<file path="config.mk">
export PLATFORM = sky130hd
export DESIGN_NAME = hazard_ctrl
export DESIGN_NICKNAME = d
export VERILOG_FILES = /design/src/rtl/hazard_ctrl.sv
export SDC_FILE = /design/constraint.sdc
export NUM_CORES = 1
export LEC_CHECK = 0
export CAP_MARGIN = 20
export CORE_ASPECT_RATIO = 0.8
export CORE_MARGIN = 2
export CORE_UTILIZATION = 42
export DETAILED_ROUTE_END_ITERATION = 7
export HOLD_SLACK_MARGIN = 0.06
export MAX_ROUTING_LAYER = met4
export PLACE_DENSITY = 0.85
export SLEW_MARGIN = 20
export SYNTH_ARGS = -nofsm -noshare
export SYNTH_HDL_FRONTEND = slang
export SYNTH_SLANG_ARGS = --single-unit
</file>
<file path="constraint.sdc">
create_clock -name clk -period 5.2 [get_ports clk]
set_clock_uncertainty 0.1 [all_clocks]
set_input_delay 1.04 -clock clk [delete_from_list [all_inputs] [get_ports clk]]
set_output_delay 1.04 -clock clk [all_outputs]
set_load 0.01 [all_outputs]
</file>
<file path="src/rtl/hazard_ctrl.sv">
// hazard_ctrl: pipeline stall/flush sequencing, EX forwarding selects and MEM-wait FSM with time-out.
// Optional performance counters (stall_cnt, flush_cnt) are built when HAZARD_PERF_CNT_EN is defined.
module hazard_ctrl #(
  parameter int MEM_TIMEOUT = 15
`ifdef HAZARD_PERF_CNT_EN
  , parameter int CNT_W = 32
`endif
) (
  input  logic       clk,
  input  logic       reset,
  input  logic [4:0] Rs1D,
  input  logic [4:0] Rs2D,
  input  logic [4:0] Rs1E,
  input  logic [4:0] Rs2E,
  input  logic [4:0] RdE,
  input  logic       ResultSrcE0,
  input  logic       PCSrcE,
  input  logic [4:0] RdM,
  input  logic [4:0] RdW,
  input  logic       RegWriteM,
  input  logic       RegWriteW,
  input  logic       MemReqM,
  input  logic       MemReadyM,
  output logic       StallF,
  output logic       StallD,
  output logic       StallE,
  output logic       StallM,
  output logic       FlushD,
  output logic       FlushE,
  output logic       FlushW,
  output logic [1:0] ForwardAE,
  output logic [1:0] ForwardBE,
  output logic       mem_err
`ifdef HAZARD_PERF_CNT_EN
  , output logic [CNT_W-1:0] stall_cnt
  , output logic [CNT_W-1:0] flush_cnt
`endif
);
  typedef enum logic [1:0] {RUN, MEM_WAIT, ERR} state_t;
  state_t     state_q, state_d;
  logic [7:0] cnt_q, cnt_d;
  logic       mem_err_q;
  logic       freeze, lw_stall;
  always_ff @(posedge clk or posedge reset) begin
    if (reset) begin
      state_q   <= RUN;
      cnt_q     <= '0;
      mem_err_q <= 1'b0;
    end else begin
      state_q   <= state_d;
      cnt_q     <= cnt_d;
      mem_err_q <= mem_err_q | (state_d == ERR);
    end
  end
  // Completion beats time-out: MemReadyM is tested before the counter limit.
  always_comb begin
    state_d = state_q;
    cnt_d   = cnt_q;
    if (state_q == RUN) begin
      if (MemReqM && !MemReadyM) begin
        state_d = MEM_WAIT;
        cnt_d   = 8'd1;
      end
    end else if (state_q == MEM_WAIT) begin
      if (MemReadyM) begin
        state_d = RUN;
        cnt_d   = '0;
      end else if (cnt_q == 8'(MEM_TIMEOUT)) begin
        state_d = ERR;
      end else begin
        cnt_d = cnt_q + 8'd1;
      end
    end
  end
  always_comb begin
    freeze = ((state_q == RUN) && MemReqM && !MemReadyM) ||
             ((state_q == MEM_WAIT) && !MemReadyM) || (state_q == ERR);
    lw_stall = ResultSrcE0 && (RdE != 5'd0) && ((RdE == Rs1D) || (RdE == Rs2D));
    StallF = freeze || lw_stall;
    StallD = freeze || lw_stall;
    StallE = freeze;
    StallM = freeze;
    FlushW = freeze;
    FlushD = !freeze && PCSrcE;
    FlushE = !freeze && (lw_stall || PCSrcE);
    ForwardAE = (RegWriteM && RdM != 5'd0 && RdM == Rs1E) ? 2'b10 :
                (RegWriteW && RdW != 5'd0 && RdW == Rs1E) ? 2'b01 : 2'b00;
    ForwardBE = (RegWriteM && RdM != 5'd0 && RdM == Rs2E) ? 2'b10 :
                (RegWriteW && RdW != 5'd0 && RdW == Rs2E) ? 2'b01 : 2'b00;
  end
  assign mem_err = mem_err_q;
`ifdef HAZARD_PERF_CNT_EN
  logic [CNT_W-1:0] stall_cnt_q, flush_cnt_q;
  always_ff @(posedge clk or posedge reset) begin
    if (reset) begin
      stall_cnt_q <= '0;
      flush_cnt_q <= '0;
    end else begin
      stall_cnt_q <= stall_cnt_q + CNT_W'(StallF);
      flush_cnt_q <= flush_cnt_q + CNT_W'(FlushE);
    end
  end
  assign stall_cnt = stall_cnt_q;
  assign flush_cnt = flush_cnt_q;
`endif
endmodule

</file>
==> metrics list, run 1 <==
- After detailed routing, the wire length on met1 is between 1000 and 1500 µm.
- Clock tree from TritonCTS: built
- In the detailed route, the total length drawn on met3 is 226 µm.
- Critical Path Source Type: input port
- Top-Level Pins: 55
- The floorplan step defined a die boundary enclosing just under 0.003 mm².
- Derived from the worst setup path, the maximum achievable clock frequency is about 220 MHz.
- Wire length on met2: 1492 µm
- The endpoint identified for the worst register-to-register timing path is cnt_q[0].
- The highest layer touched by signal routing is met4.
* Leakage Power: between 0.0006 and 0.0007 µW
- By startpoint and endpoint, the worst setup path is classified as in2out.
* Worst hold path cell count: 1
- Final worst path period need: roughly 4500 ps
* Total power density per cell area: between 150 and 200 mW/mm²
- The Yosys step of the flow raised 0 warnings.
- The run finished with clean final reports.
* Die H: 48.74 µm
- In the global route stage, overall resource usage came out at 0.2203.
* Area added between synthesis and finish: 54.29%
* Via total after detailed routing: about 1100
- Setup total negative slack: 0 ps
* Via density per instance: ~5.6
- After clock tree synthesis, the repair step resized 0 gates.
* CP endpoint kind: primary output
- The initial antenna violation count is 0.
- Portion of the clock cycle consumed by the worst path in the final layout: 0.8592
- At the end of routability-driven placement, the weighted congestion stood at 0.9081.
* Data required, critical path: roughly 4100 ps
- Number of synthesized register bits: 11
- Number of buffers inserted for hold repair after clock tree synthesis: 0
* Clock root buffer: sky130_fd_sc_hd__clkbuf_4
* Unrepaired setup endpoints after global routing: no
- The number of antenna diodes in the final layout is 0.
- Max-cap violations in this run came to 0.
- The count of pins over their slew limit was 0.
- Width of the chip: ~60 µm
- TritonCTS buffer count: 3
- Number of hold violations in the final report: 0
- Overflow after GRT: 0
* Buffer count from post-CTS setup fixing: 0
- STA puts the critical path data arrival time at around 3300 ps.
- Setup violations remaining at the end of the flow were counted as 0.
* Capture endpoint of the worst hold path: mem_err
- Area of the mapped netlist: around 0.0011 mm²
* Gate Count Post-Synth: 121
- Starting Density: 0.4375
* Share of cells above drive strength 1: 0.05172
- Largest net degree at the start of global routing: 12
* Detailed router's first-iteration violation count: 33
- First-pass GRT wire length: between 4000 and 5000 µm
- The worst-case IR drop observed on VDD is between 100 and 150 µV.
* Slew headroom: 0.6737
* Number of global-route vias before repair: about 1100
- Avg WL per Cell: about 15 µm
- Startpoint of the most critical register-to-register path: cnt_q[5]
- Area of the core: between 0.002 and 0.0025 mm²
* Net count after synthesis: between 150 and 200
- Along the worst path, the maximum fanout reaches 3.
- Worst-Margin Slew: between 400 and 500 ps
- Launch point of the worst hold path: mem_err
- The clock passes through at most 2 buffers.
* # rows: 16
- After synthesis, the mean cell area works out to a little under 9 µm².
- Post-synthesis cell type count: 37
- The first TritonRoute pass finished after 4 iterations.
* DRC Markers: 0
* Path type of the worst min-delay path: reg2reg
* Nets: approximately 220
- Clock sink count: 11
- CTS built an H-tree with a depth of 1.
- Buffers placed on the I/O ports in this run total 54.
* Worst Reg2Reg Path Length in Cells: 4
- The count of nets left with antenna violations once routing finished came out at 0.
- For this run, the register share of the synthesized area comes to 0.2619.
- HPWL reported at the end of detailed placement: 2504 µm
- The routed design has about 3000 µm of wire.
- Overall power: 306.1 µW
- For the worst-skew pair, the clock arrives at the later sink with an insertion delay of 270 ps.
- Clock-pin slew was measured on the worst setup and hold paths at about 70 ps.
* Register-to-register setup slack: 3240 ps
-- cell usage after synthesis --
cell                       number  share of area
sky130_fd_sc_hd__o31ai_4        1          0.020
sky130_fd_sc_hd__a22oi_1        1         0.0071
sky130_fd_sc_hd__a21oi_2        1         0.0083
sky130_fd_sc_hd__nor4_1         4          0.024
sky130_fd_sc_hd__nand3_1        6          0.029
sky130_fd_sc_hd__a31o_2         1         0.0083
sky130_fd_sc_hd__a311o_1        1         0.0095
sky130_fd_sc_hd__clkbuf_1       2         0.0071
sky130_fd_sc_hd__a32o_1         1         0.0095
sky130_fd_sc_hd__ha_1           1          0.012
sky130_fd_sc_hd__and3_1         1         0.0060
sky130_fd_sc_hd__nor2_1         7          0.025
sky130_fd_sc_hd__nor2b_1        1         0.0060
sky130_fd_sc_hd__a41oi_1        3          0.025
sky130_fd_sc_hd__dfrtp_1       11           0.26
sky130_fd_sc_hd__or4_1          5          0.036
sky130_fd_sc_hd__xor2_1        24           0.20
sky130_fd_sc_hd__or2_2          1         0.0060
sky130_fd_sc_hd__mux2_4         1          0.014
sky130_fd_sc_hd__nand2_1        5          0.018
sky130_fd_sc_hd__nand3b_1       1         0.0071
sky130_fd_sc_hd__o21bai_1       1         0.0071
sky130_fd_sc_hd__o21a_1         2          0.014
sky130_fd_sc_hd__a21o_1         2          0.014
sky130_fd_sc_hd__xnor2_1        6          0.050
sky130_fd_sc_hd__o31ai_1        1         0.0071
sky130_fd_sc_hd__or4_4          1          0.011
sky130_fd_sc_hd__nor3_1         3          0.014
sky130_fd_sc_hd__a22o_1         1         0.0083
sky130_fd_sc_hd__o22ai_1        1         0.0060
sky130_fd_sc_hd__a31oi_1        3          0.018
sky130_fd_sc_hd__buf_4          3          0.021
sky130_fd_sc_hd__mux2i_1        1         0.0095
sky130_fd_sc_hd__inv_1          5          0.018
sky130_fd_sc_hd__a21oi_1        5          0.024
sky130_fd_sc_hd__o211a_1        1         0.0095
sky130_fd_sc_hd__o21ai_0        6          0.029
-- sequential cells by signal, indices dropped and copies added (netlist names) --
signal,cells
cnt_q,8
mem_err,1
state_q,2
-- stage by stage --
step           area [µm²]  cells    util  hold slack (ps)  setup slack, ps
3_3_place_gp         1595    197  0.6641            361.1            877.9
3_5_place_dp         1595    197  0.6641            373.9            771.4
6_report             1622    201  0.6750            384.0            732.1
4_1_cts              1622    201  0.6750            388.6            770.9
2_1_floorplan        1051    121       -            353.3             1727
5_1_grt              1622    201  0.6750            407.3            616.3
-- worst max path at each step --
stage	start	endpoint	slack (ps)	cells after the start
6_report	RdM[1]	ForwardAE[0]	730	6
5_1_grt	RdM[1]	ForwardBE[0]	620	6
4_1_cts	RdM[1]	ForwardBE[0]	770	6
3_5_place_dp	RdM[1]	ForwardBE[0]	770	6
3_3_place_gp	RdM[1]	ForwardAE[0]	880	6
2_1_floorplan	RdM[1]	ForwardAE[0]	1730	4
-- layout by cell type (no fill, tap or decap), drive strengths merged, types with 4 or more instances in the layout --
| cell | netlist | layout |
|---|---|---|
| a21oi | 6 | 6 |
| clkbuf | 2 | 4 |
| clkdlybuf4s50 | 0 | 54 |
| dfrtp | 11 | 11 |
| inv | 5 | 5 |
| nand2 | 5 | 5 |
| nand3 | 6 | 6 |
| nor2 | 7 | 7 |
| nor4 | 4 | 4 |
| o21ai | 6 | 6 |
| or4 | 6 | 6 |
| xnor2 | 6 | 6 |
| xor2 | 24 | 24 |
-- worst max-delay path, stage by stage --
cell,delay (ps)
sky130_fd_sc_hd__clkdlybuf4s50_1,470
sky130_fd_sc_hd__or4_1,540
sky130_fd_sc_hd__o21ai_0,260
sky130_fd_sc_hd__nor4_1,140
sky130_fd_sc_hd__nor4_1,300
sky130_fd_sc_hd__clkdlybuf4s50_1,590
-- logic make-up after synthesis --
logic type / count (synthesis) / synth area share
and+or+nand+nor: 35 / 0.1810
AOI/OAI and AO/OA: 32 / 0.2250
xor gates and xnor gates: 30 / 0.2500
DFF: 11 / 0.2619
buffers and inverters: 10 / 0.04643
muxes: 2 / 0.02381
adders and majority gates: 1 / 0.01190
-- per-layer routing --
layer,vias to the layer above,GRT usage
li1,548,-
met1,523,0.2697
met2,46,0.3678
met3,2,0.05615
met4,0,0.03704
met5,-,-
-- power by group --
part	internal [µW]	switching, µW
logic	76.6	53.3
registers	98.7	18.9
clock network	29.8	28.9
-- cell type report --
| cell class | instances | area [µm²] |
|---|---|---|
| fill | 198 | 780.7 |
| inverter | 5 | 18.77 |
| multi-input combinational | 100 | 726.9 |
| tap | 27 | 33.78 |
| clock buffer | 4 | 26.28 |
| timing repair buffer | 54 | 540.5 |
| sequential | 11 | 275.3 |
(Power assumes the default switching activity.)
==> inputs of run 2 (changes only) <==
CTS_CLUSTER_DIAMETER = 200   (was unset)
==> results of run 2 <==
No change in the layout: final DEF, timing and power equal those of run 1.
==> RTL change: new RTL, flow settings as in run 2 <==
Encoding of `state_t`: now one-hot (3 bits for 3 states).
--- a/src/rtl/hazard_ctrl.sv
+++ b/src/rtl/hazard_ctrl.sv
@@ -36,7 +36,7 @@
   , output logic [CNT_W-1:0] flush_cnt
 `endif
 );
-  typedef enum logic [1:0] {RUN, MEM_WAIT, ERR} state_t;
+  typedef enum logic [2:0] {RUN = 3'b001, MEM_WAIT = 3'b010, ERR = 3'b100} state_t;
   state_t     state_q, state_d;
   logic [7:0] cnt_q, cnt_d;
   logic       mem_err_q;
Function: same outputs for any inputs over 10 cycles, from zero or initial values and one cycle with reset high; not proved beyond that.
==> RTL change against run 2 <==
  * Die area up 12%
  * Design area grew 9.5%
  * Wire length increased by 6.4%
  * Cell count increased by 15%
  * Sequential cell count rose by 1
  * Worst setup slack better by 0.12 ns
  * Total power fell by 20%
  * Area after synthesis increased by 13%
  * Maximum frequency rose by 2.9%
  * Critical endpoint is now ForwardBE[0]
==> RTL change: results (changes against run 2) <==
| Metric | Value |
|---|---|
| Outcome | finished clean (unchanged) |
| Avg WL per Cell | 13.8 um (was 15.0 um) |
| Routed WL | 3210 um (was 3010 um) |
| Share of power burned in the clock network | 31.1% (was 19.2%) |
| Sw Pwr | 63.4 uW (was 101 uW) |
| Placed instance area | 0.00174 mm2 (was 0.00160 mm2) |
| CP arrival | 3.20 ns (was 3.33 ns) |
| First-pass GRT wire length | 5530 um (was 4780 um) |
| Synthesis-to-layout area growth | 49.4% (was 54.3%) |
| Final hold violations | 0 (unchanged) |
| Vias after detailed routing | 1259 (was 1119) |
| Post-synthesis adder-cell area fraction | 1.05% (was 1.19%) |
| Layout cells sized above 1 | 7.22% (was 5.17%) |
| Worst-case reg-to-reg path depth | 5 (was 4) |
| Area contributors post-synth | dfrtp_1 (23%), xor2_1 (18%), o21ai_0 (4.6%) (was dfrtp_1 (26%), xor2_1 (20%), xnor2_1 (5.0%)) |
| Min-delay worst type | reg2reg (unchanged) |
| Nets | 239 (was 219) |
| Top sig layer | met4 (unchanged) |
| DR iter-0 viols | 126 (was 33) |
| Grt met2 use | 36.3% (was 36.8%) |
| Sw Ratio | 25.9% (was 33.0%) |
| Largest net degree at the start of global routing | 14 (was 12) |
| R2R Path Start | cnt_q[0] (was cnt_q[5]) |
| Largest Register | cnt_q (unchanged) |
| Hold_ws | 0.383 ns (was 0.384 ns) |
| Xor and xnor area share after synthesis | 22.1% (was 25.0%) |
| Met3 Use GR | 4.33% (was 5.61%) |
| Ys async rst share | 100% (unchanged) |
| Place WS | 0.894 ns (was 0.771 ns) |
| Synth Area per Inst | 8.37 um2 (was 8.69 um2) |
| WL met3 | 147 um (was 226 um) |
| Comb power frac | 30.8% (was 42.5%) |
| R2r setup slk | 3.42 ns (was 3.24 ns) |
| Max reg flops | 8 (unchanged) |
| Top cells by count, synth | xor2_1 (24), dfrtp_1 (11), o21ai_0 (11) (was xor2_1 (24), dfrtp_1 (11), nor2_1 (7)) |
| Met1 wire length | 1460 um (was 1280 um) |
| Mux cell area share after synthesis | 0% (was 2.38%) |
| CTS buffer count | 3 (unchanged) |
| Gp weighted congestion | 0.839 (was 0.908) |
| Yosys cell types | 41 (was 37) |
| Fill cells | 244 (was 198) |
| Worst-margin pin slew | 0.547 ns (was 0.484 ns) |
| Hold path start | mem_err (unchanged) |
| N_diodes | 0 (unchanged) |
| Worst VDD drop | 0.0000610 V (was 0.000126 V) |
| Synthesized Nets | 186 (was 165) |
| Total GRT Usage | 21.5% (was 22.0%) |
| Static leakage | 0.686 nW (was 0.657 nW) |
| Register area share after synthesis | 25.4% (was 26.2%) |
| Inst Count DP | 228 (was 197) |
| Met1 Resource Use GR | 26.9% (was 27.0%) |
| DP HPWL | 2680 um (was 2500 um) |
| Crit path from | RdM[1] (unchanged) |
| Compound-Gate Fraction of Synth Area | 17.2% (was 22.5%) |
| H-tree Lvls | 1 (unchanged) |
| Met2 WL | 1560 um (was 1490 um) |
==> RTL change: cell types whose count changed after synthesis, moves of 3 or more <==
cell / change
buf_2: +3
nor4_2: +3
a41oi_1: -3
nand4_1: +4
o21ai_0: +5
or3_1: +3
nand2_1: -3
o31ai_1: +4
==> RTL change: worst max path at each step <==
stage | slack [ns] | endpoint
final | 0.86 | ForwardBE[0]
after CTS | 0.88 | ForwardBE[0]
after global placement | 0.93 | ForwardAE[0]
after floorplan | 1.89 | ForwardAE[0]
after detailed placement | 0.89 | ForwardBE[0]
after global routing | 0.77 | ForwardBE[0]
==> RTL change: worst max-delay path, stage by stage <==
cell	delay, ns
clkdlybuf4s50_1	0.48
or4_4	0.56
o21ai_2	0.14
nor4_1	0.09
nor4_2	0.31
clkdlybuf4s50_1	0.58
==> RTL change: cell type report <==
cell class | count | share of cell area, %
flip-flops and latches | 12 | 17.0
inverters | 7 | 1.48
repair buffers | 54 | 30.4
multi-input cells | 117 | 46.4
clock buffers | 4 | 2.04
well taps | 38 | 2.68
